`config.mk`:
```
export PLATFORM = sky130hd
export DESIGN_NAME = multicycle_ctrl
export DESIGN_NICKNAME = d
export VERILOG_FILES = /design/src/rtl/multicycle_ctrl.sv
export SDC_FILE = /design/constraint.sdc
export NUM_CORES = 1
export LEC_CHECK = 0
export CAP_MARGIN = 40
export CORE_MARGIN = 1.5
export CORE_UTILIZATION = 36
export CTS_BUF_LIST = sky130_fd_sc_hd__clkbuf_2
export DETAILED_ROUTE_END_ITERATION = 7
export PLACE_DENSITY = 0.88
export SLEW_MARGIN = 40
export SYNTH_ARGS = -nofsm -noshare
export SYNTH_HDL_FRONTEND = slang
export SYNTH_SLANG_ARGS = --single-unit
```
`constraint.sdc`:
```
create_clock -name clk -period 1.7 [get_ports clk]
set_clock_uncertainty 0.2 [all_clocks]
set_input_delay 0.34 -clock clk [delete_from_list [all_inputs] [get_ports clk]]
set_output_delay 0.34 -clock clk [all_outputs]
set_load 0.01 [all_outputs]
```
`src/rtl/multicycle_ctrl.sv`:
```
// rtl/multicycle_ctrl.sv - multicycle processor controller: FSM, ALU decode, condition check, NZCV flags
module multicycle_ctrl #(
    parameter int MEM_WAIT = 1,
    parameter int ALUCTL_W = 3
) (
    input  logic                clk,
    input  logic                reset,
    input  logic [31:12]        Instr,
    input  logic [3:0]          ALUFlags,
    input  logic                MemReady,
    output logic                PCWrite,
    output logic                MemWrite,
    output logic                RegWrite,
    output logic                IRWrite,
    output logic                AdrSrc,
    output logic [1:0]          RegSrc,
    output logic [1:0]          ALUSrcA,
    output logic [1:0]          ALUSrcB,
    output logic [1:0]          ResultSrc,
    output logic [1:0]          ImmSrc,
    output logic [ALUCTL_W-1:0] ALUControl,
    output logic [3:0]          Flags,
    output logic                Undef,
    output logic [3:0]          State
);

    localparam logic [3:0] FETCH  = 4'd0;
    localparam logic [3:0] DECODE = 4'd1;
    localparam logic [3:0] MEMADR = 4'd2;
    localparam logic [3:0] MEMRD  = 4'd3;
    localparam logic [3:0] MEMWB  = 4'd4;
    localparam logic [3:0] MEMWR  = 4'd5;
    localparam logic [3:0] EXECR  = 4'd6;
    localparam logic [3:0] EXECI  = 4'd7;
    localparam logic [3:0] ALUWB  = 4'd8;
    localparam logic [3:0] BRANCH = 4'd9;
    localparam logic [3:0] UNDEF  = 4'd10;

    localparam logic [ALUCTL_W-1:0] ALU_ADD = ALUCTL_W'(0);
    localparam logic [ALUCTL_W-1:0] ALU_SUB = ALUCTL_W'(1);
    localparam logic [ALUCTL_W-1:0] ALU_AND = ALUCTL_W'(2);
    localparam logic [ALUCTL_W-1:0] ALU_ORR = ALUCTL_W'(3);
    localparam logic [ALUCTL_W-1:0] ALU_EOR = ALUCTL_W'(4);
    localparam bit                  EOR_OK  = (ALUCTL_W >= 3);

    logic [3:0] state_q, state_d;
    logic [3:0] flags_q, flags_d;

    // Instruction fields
    logic [3:0] cond;
    logic [1:0] op;
    logic       i_bit;
    logic [3:0] cmd;
    logic       s_bit;
    logic       l_bit;
    logic       rd_pc;
    logic       unused_rn;

    assign cond      = Instr[31:28];
    assign op        = Instr[27:26];
    assign i_bit     = Instr[25];
    assign cmd       = Instr[24:21];
    assign s_bit     = Instr[20];
    assign l_bit     = Instr[20];
    assign rd_pc     = (Instr[15:12] == 4'hF);
    assign unused_rn = ^Instr[19:16];

    logic ready;
    assign ready = (MEM_WAIT == 0) ? 1'b1 : MemReady;

    // ARM condition check against the architectural flags
    logic cond_ok;
    always_comb begin
        cond_ok = 1'b0;
        case (cond)
            4'h0: cond_ok = flags_q[2];
            4'h1: cond_ok = ~flags_q[2];
            4'h2: cond_ok = flags_q[1];
            4'h3: cond_ok = ~flags_q[1];
            4'h4: cond_ok = flags_q[3];
            4'h5: cond_ok = ~flags_q[3];
            4'h6: cond_ok = flags_q[0];
            4'h7: cond_ok = ~flags_q[0];
            4'h8: cond_ok = flags_q[1] & ~flags_q[2];
            4'h9: cond_ok = ~flags_q[1] | flags_q[2];
            4'hA: cond_ok = (flags_q[3] == flags_q[0]);
            4'hB: cond_ok = (flags_q[3] != flags_q[0]);
            4'hC: cond_ok = ~flags_q[2] & (flags_q[3] == flags_q[0]);
            4'hD: cond_ok = flags_q[2] | (flags_q[3] != flags_q[0]);
            4'hE: cond_ok = 1'b1;
            default: cond_ok = 1'b0;
        endcase
    end

    // Data-processing command decode: ALU op, legality, CMP and carry/overflow ownership
    logic                cmd_valid;
    logic                is_cmp;
    logic                cv_upd;
    logic [ALUCTL_W-1:0] alu_op;
    always_comb begin
        cmd_valid = 1'b1;
        is_cmp    = 1'b0;
        cv_upd    = 1'b0;
        alu_op    = ALU_ADD;
        case (cmd)
            4'b0100: begin alu_op = ALU_ADD; cv_upd = 1'b1; end
            4'b0010: begin alu_op = ALU_SUB; cv_upd = 1'b1; end
            4'b0000: alu_op = ALU_AND;
            4'b1100: alu_op = ALU_ORR;
            4'b1010: begin alu_op = ALU_SUB; cv_upd = 1'b1; is_cmp = 1'b1; end
            4'b0001: begin
                if (EOR_OK) alu_op = ALU_EOR;
                else        cmd_valid = 1'b0;
            end
            default: cmd_valid = 1'b0;
        endcase
    end

    // Illegal encodings halt regardless of the condition field
    logic illegal;
    assign illegal = (cond == 4'hF) || (op == 2'b11) || ((op == 2'b00) && !cmd_valid);

    // Next-state selection
    always_comb begin
        state_d = state_q;
        case (state_q)
            FETCH:  if (ready) state_d = DECODE;
            DECODE: begin
                if (illegal)       state_d = UNDEF;
                else if (!cond_ok) state_d = FETCH;
                else begin
                    case (op)
                        2'b00:   state_d = i_bit ? EXECI : EXECR;
                        2'b01:   state_d = MEMADR;
                        2'b10:   state_d = BRANCH;
                        default: state_d = UNDEF;
                    endcase
                end
            end
            MEMADR: state_d = l_bit ? MEMRD : MEMWR;
            MEMRD:  if (ready) state_d = MEMWB;
            MEMWR:  if (ready) state_d = FETCH;
            EXECR, EXECI: state_d = is_cmp ? FETCH : ALUWB;
            MEMWB, ALUWB, BRANCH: state_d = FETCH;
            UNDEF:  state_d = UNDEF;
            default: state_d = FETCH;
        endcase
    end

    // State register
    always_ff @(posedge clk or posedge reset) begin
        if (reset) state_q <= FETCH;
        else       state_q <= state_d;
    end

    // Flags load as the execute state is left; C/V only for arithmetic ops
    always_comb begin
        flags_d = flags_q;
        if (((state_q == EXECR) || (state_q == EXECI)) && s_bit) begin
            flags_d[3:2] = ALUFlags[3:2];
            if (cv_upd) flags_d[1:0] = ALUFlags[1:0];
        end
    end

    // Architectural flags register
    always_ff @(posedge clk or posedge reset) begin
        if (reset) flags_q <= 4'b0000;
        else       flags_q <= flags_d;
    end

    // Ready-qualified strobes are suppressed while reset is held
    logic fetch_go;
    assign fetch_go = ready & ~reset;

    // Per-state datapath controls
    always_comb begin
        PCWrite    = 1'b0;
        MemWrite   = 1'b0;
        RegWrite   = 1'b0;
        IRWrite    = 1'b0;
        AdrSrc     = 1'b0;
        ALUSrcA    = 2'b00;
        ALUSrcB    = 2'b00;
        ResultSrc  = 2'b00;
        ALUControl = ALU_ADD;
        ImmSrc     = op;
        RegSrc     = {(op == 2'b01) & ~l_bit, (op == 2'b10)};
        case (state_q)
            FETCH: begin
                ALUSrcA   = 2'b01;
                ALUSrcB   = 2'b10;
                ResultSrc = 2'b10;
                IRWrite   = fetch_go;
                PCWrite   = fetch_go;
            end
            DECODE: begin
                ALUSrcA   = 2'b01;
                ALUSrcB   = 2'b10;
                ResultSrc = 2'b10;
            end
            MEMADR: ALUSrcB = 2'b01;
            MEMRD:  AdrSrc  = 1'b1;
            MEMWB: begin
                ResultSrc = 2'b01;
                RegWrite  = 1'b1;
                PCWrite   = rd_pc;
            end
            MEMWR: begin
                AdrSrc   = 1'b1;
                MemWrite = 1'b1;
            end
            EXECR:  ALUControl = alu_op;
            EXECI: begin
                ALUSrcB    = 2'b01;
                ALUControl = alu_op;
            end
            ALUWB: begin
                RegWrite = 1'b1;
                PCWrite  = rd_pc;
            end
            BRANCH: begin
                ALUSrcA   = 2'b10;
                ALUSrcB   = 2'b01;
                ResultSrc = 2'b10;
                PCWrite   = 1'b1;
            end
            default: ;
        endcase
    end

    assign Flags = flags_q;
    assign Undef = (state_q == UNDEF);
    assign State = state_q;

endmodule

```
==> qor.tcl <==
set qor(htree_levels) 1
set qor(core.rowCount) 18
set qor(clk_path_buf_depth) 2
set qor(total_cts_buffers) 3
set qor(final.setup.worst_slack_ns) -0.4495
set qor(vias) 1602
set qor(post_synth_edffs) 0
set qor(p_int_mw) 1.742
set qor(slew_violations) 0
set qor(outcome) {finished, violations left}
set qor(switching_power_mw) 1.389
set qor(violations) {setup timing}
set qor(synth_sequential_area_ratio_pct) 20.15
set qor(post_synth_num_cell_types) 45
set qor(instance_area_at_placement_sq_um) 1780
set qor(antenna_found_initial) 0
set qor(required_ns) 1.67
set qor(ios) 54
set qor(flow.area_growth_from_synthesis_pct) 119.0
set qor(worstMarginPinSlew_ns) 0.3730
set qor(global_route.overflow_total) 0
set qor(largest_net_degree_at_the_start_of_global_routing) 9
set qor(synth.largest_area_cell) {sky130_fd_sc_hd__dfrtp_1}
set qor(synth.net_count) 160
set qor(die_width_um) 55.53
set qor(timing_worst_setup_path_type) {reg2reg}
set qor(per_cell_via_count_in_the_routed_design) 6.023
set qor(ctsRootBufferMaster) {sky130_fd_sc_hd__clkbuf_2}
set qor(ys_dominant_reg_cell) {sky130_fd_sc_hd__dfrtp_1}
set qor(layout.nets) 264
set qor(number_of_nets_with_antenna_violations_after_detailed_routing) 0
set qor(crit_arrival_ns) 2.12
set qor(r2r_setup_slack_ns) -0.45
set qor(ir_worst_vdd_uv) 1240
set qor(cellPowerDensity_nw_per_um2) 1439
set qor(dr.pass1.iters) 4
set qor(worstSetupStartpointType) {flip-flop}
set qor(multi_input_gate_area_in_the_final_layout_sq_um) 964.7
set qor(cap_viol_max_count) 0
set qor(synthCells) 133
set qor(insertedDiodeCount) 0
set qor(post-route-min-period_ns) 2.149
set qor(leading_cell_type_in_the_layout_fill_and_taps_excluded) {sky130_fd_sc_hd__buf_4}
set qor(fmax_mhz) 465.2
set qor(grt_pass1_wl_um) 7776
set qor(synth_area_leaders) {sky130_fd_sc_hd__dfrtp_1 (20%), sky130_fd_sc_hd__nor3_1 (5.0%), sky130_fd_sc_hd__mux2_2 (4.5%)}
set qor(floorplan.die_area_sq_um) 3084
set qor(mostFrequentLayoutCells) {sky130_fd_sc_hd__buf_4 (38), sky130_fd_sc_hd__buf_6 (26), sky130_fd_sc_hd__dlygate4sd2_1 (15)}
set qor(power.switching_fraction_pct) 44.35
set qor(hold-worst-slack_ns) 0.005258
set qor(slew_headroom_pct) 75.08
set qor(portBuffers) 49
set qor(post-layout-total-power_mw) 3.130
set qor(worst_setup_hold_path_clk_slew_ns) 0.12
set qor(share_seq_of_total_power_pct) 12.2
set qor(core_utilization_of_the_finished_layout_pct) 85.50
set qor(seqCellArea_sq_um) 203.9
set qor(rsz0062_at_grt) {true}
set qor(critPathCaptureType) {flip-flop}
set qor(synth.avg_cell_area_sq_um) 7.470
set qor(fin_area_sq_um) 2176
set qor(clock-sinks) 8
set qor(routed_len_inst_um) 20.51
set qor(setup_tns_ns) -7.259
set qor(synth_top_area_share_pct) 20.15
set qor(die_y_um) 55.53
set qor(synthesis.area_sq_um) 993.5
set qor(remaining_drc_errors) 0
set qor(core_region_area_sq_um) 2545
set qor(via_count_of_the_first_global_routing_pass) 1607
set qor(finalSetupViolations) 26
set qor(comb_power_share_pct) 83.2
set qor(clock_latency_at_the_later_pin_of_the_worst_skew_pair_ns) 0.27
set qor(pwr-share-clk_pct) 4.6
set qor(tritoncts) {done}
set qor(report.final.hold_viol_count) 0
set qor(layout_worst_path_cycle_share_pct) 126.4
set qor(fillerInstances) 125
set qor(routabilityCongestion) 0.8459
set qor(post_route_cells_drive_above_1_share_pct) 55.93
set qor(drtIter0Drc) 144
set qor(floorplan.initialDensity_pct) 39.04
set qor(hold_path_class) {in2async}
set qor(async_flop_share_pct) 100.0
set qor(gr-usage-all-layers_pct) 31.51
set qor(critPathMaxFanout) 7
set qor(dp_hpwl_um) 2756
set qor(synthesis_warning_total) 0
set qor(postSynthRegisterBits) 8
set qor(cellLeakagePower_nw) 1.057
set qor(route.final.wire_length_um) 5456
path summary, 6_finish.rpt:
kind | startpoint | endpoint | cells after the start
max | State[3]$_DFFE_PP0P_ | State[1]$_DFFE_PP0P_ | 7
min | reset | State[0]$_DFFE_PP0P_ | 3
max reg2reg | State[3]$_DFFE_PP0P_ | State[1]$_DFFE_PP0P_ | 7
min reg2reg | Flags[2]$_DFFE_PP0P_ | Flags[2]$_DFFE_PP0P_ | 2
max in group asynchronous | reset | Flags[3]$_DFFE_PP0P_ | 3
min in group clk | Instr[21] | Flags[0]$_DFFE_PP0P_ | 3
cell families after synthesis:
kind of cell | after synthesis | synth area share, %
AO/OA/AOI/OAI | 28 | 18.64
XOR/XNOR | 4 | 3.527
buffers and inverters | 13 | 5.919
flip-flops | 8 | 20.15
multiplexers | 9 | 10.58
AND/OR/NAND/NOR | 71 | 41.18
worst max-delay path: stages (launching register included):
cell                       delay, ns
sky130_fd_sc_hd__dfrtp_2        0.51
sky130_fd_sc_hd__buf_4          0.16
sky130_fd_sc_hd__buf_6          0.13
sky130_fd_sc_hd__or3b_4         0.40
sky130_fd_sc_hd__a21oi_4        0.18
sky130_fd_sc_hd__nand2b_1       0.14
sky130_fd_sc_hd__o22ai_1        0.09
sky130_fd_sc_hd__a21oi_1        0.23
cell type report:
| type | instances | area share, % |
|---|---|---|
| multi-input cells | 112 | 44.34 |
| clock buffers | 4 | 0.9201 |
| inverters | 4 | 0.8051 |
| well taps | 30 | 1.725 |
| repair buffers | 108 | 42.84 |
| flip-flops and latches | 8 | 9.373 |
per-layer routing:
metal  GRT usage (%)  share of wire (%)
met1           33.67                 37
met2           57.48                 50
met3           4.918                6.4
met4           18.82                6.7
met5               0                  0
cell usage after synthesis, types with 2 or more instances:
library cell and number:
sky130_fd_sc_hd__nor2_1 12, sky130_fd_sc_hd__nor3_1 10, sky130_fd_sc_hd__nand2_1 9, sky130_fd_sc_hd__dfrtp_1 8
sky130_fd_sc_hd__a21oi_1 7, sky130_fd_sc_hd__nand2b_1 7, sky130_fd_sc_hd__nor2b_1 6, sky130_fd_sc_hd__clkbuf_1 5
sky130_fd_sc_hd__inv_1 4, sky130_fd_sc_hd__mux2_2 4, sky130_fd_sc_hd__nand3_1 4, sky130_fd_sc_hd__o21ai_0 4
sky130_fd_sc_hd__a31oi_1 3, sky130_fd_sc_hd__mux2i_1 3, sky130_fd_sc_hd__nand4_1 3, sky130_fd_sc_hd__nor4_1 3
sky130_fd_sc_hd__a211o_1 2, sky130_fd_sc_hd__a211oi_1 2, sky130_fd_sc_hd__and2b_1 2, sky130_fd_sc_hd__buf_2 2
sky130_fd_sc_hd__buf_4 2, sky130_fd_sc_hd__mux2_4 2, sky130_fd_sc_hd__nand3b_1 2, sky130_fd_sc_hd__nor3b_1 2
sky130_fd_sc_hd__o2bb2ai_1 2, sky130_fd_sc_hd__or3b_2 2, sky130_fd_sc_hd__xnor2_1 2, sky130_fd_sc_hd__xor2_1 2
timing repair:
item | 4_1_cts | 5_1_grt
pin swaps | 14 | 12
gates resized for setup | 144 | 38
setup buffers | 19 | 4
setup endpoints to repair | 33 | 28
hold buffers | 0 | 0
through the flow:
step           worst slack, ns  instances
6_report               -0.4495        266
5_1_grt                -0.5434        266
4_1_cts                -0.3547        264
3_5_place_dp           -0.7295        242
3_3_place_gp           -0.6606        242
2_1_floorplan          -0.1841        133
sequential cells by signal (all words and copies together), names as in the netlist:
register	cells
Flags	4
State	4
power by group through the flow:
stage          Sequential [mW]  Combinational (mW)  Clock, mW
2_1_floorplan            0.380               0.735          0
3_3_place_gp             0.371                1.60          0
3_5_place_dp             0.373                1.66          0
4_1_cts                  0.347                2.19      0.138
5_1_grt                  0.388                2.72      0.153
6_report                 0.383                2.60      0.143
No activity file was read; power rests on OpenSTA's default activity.
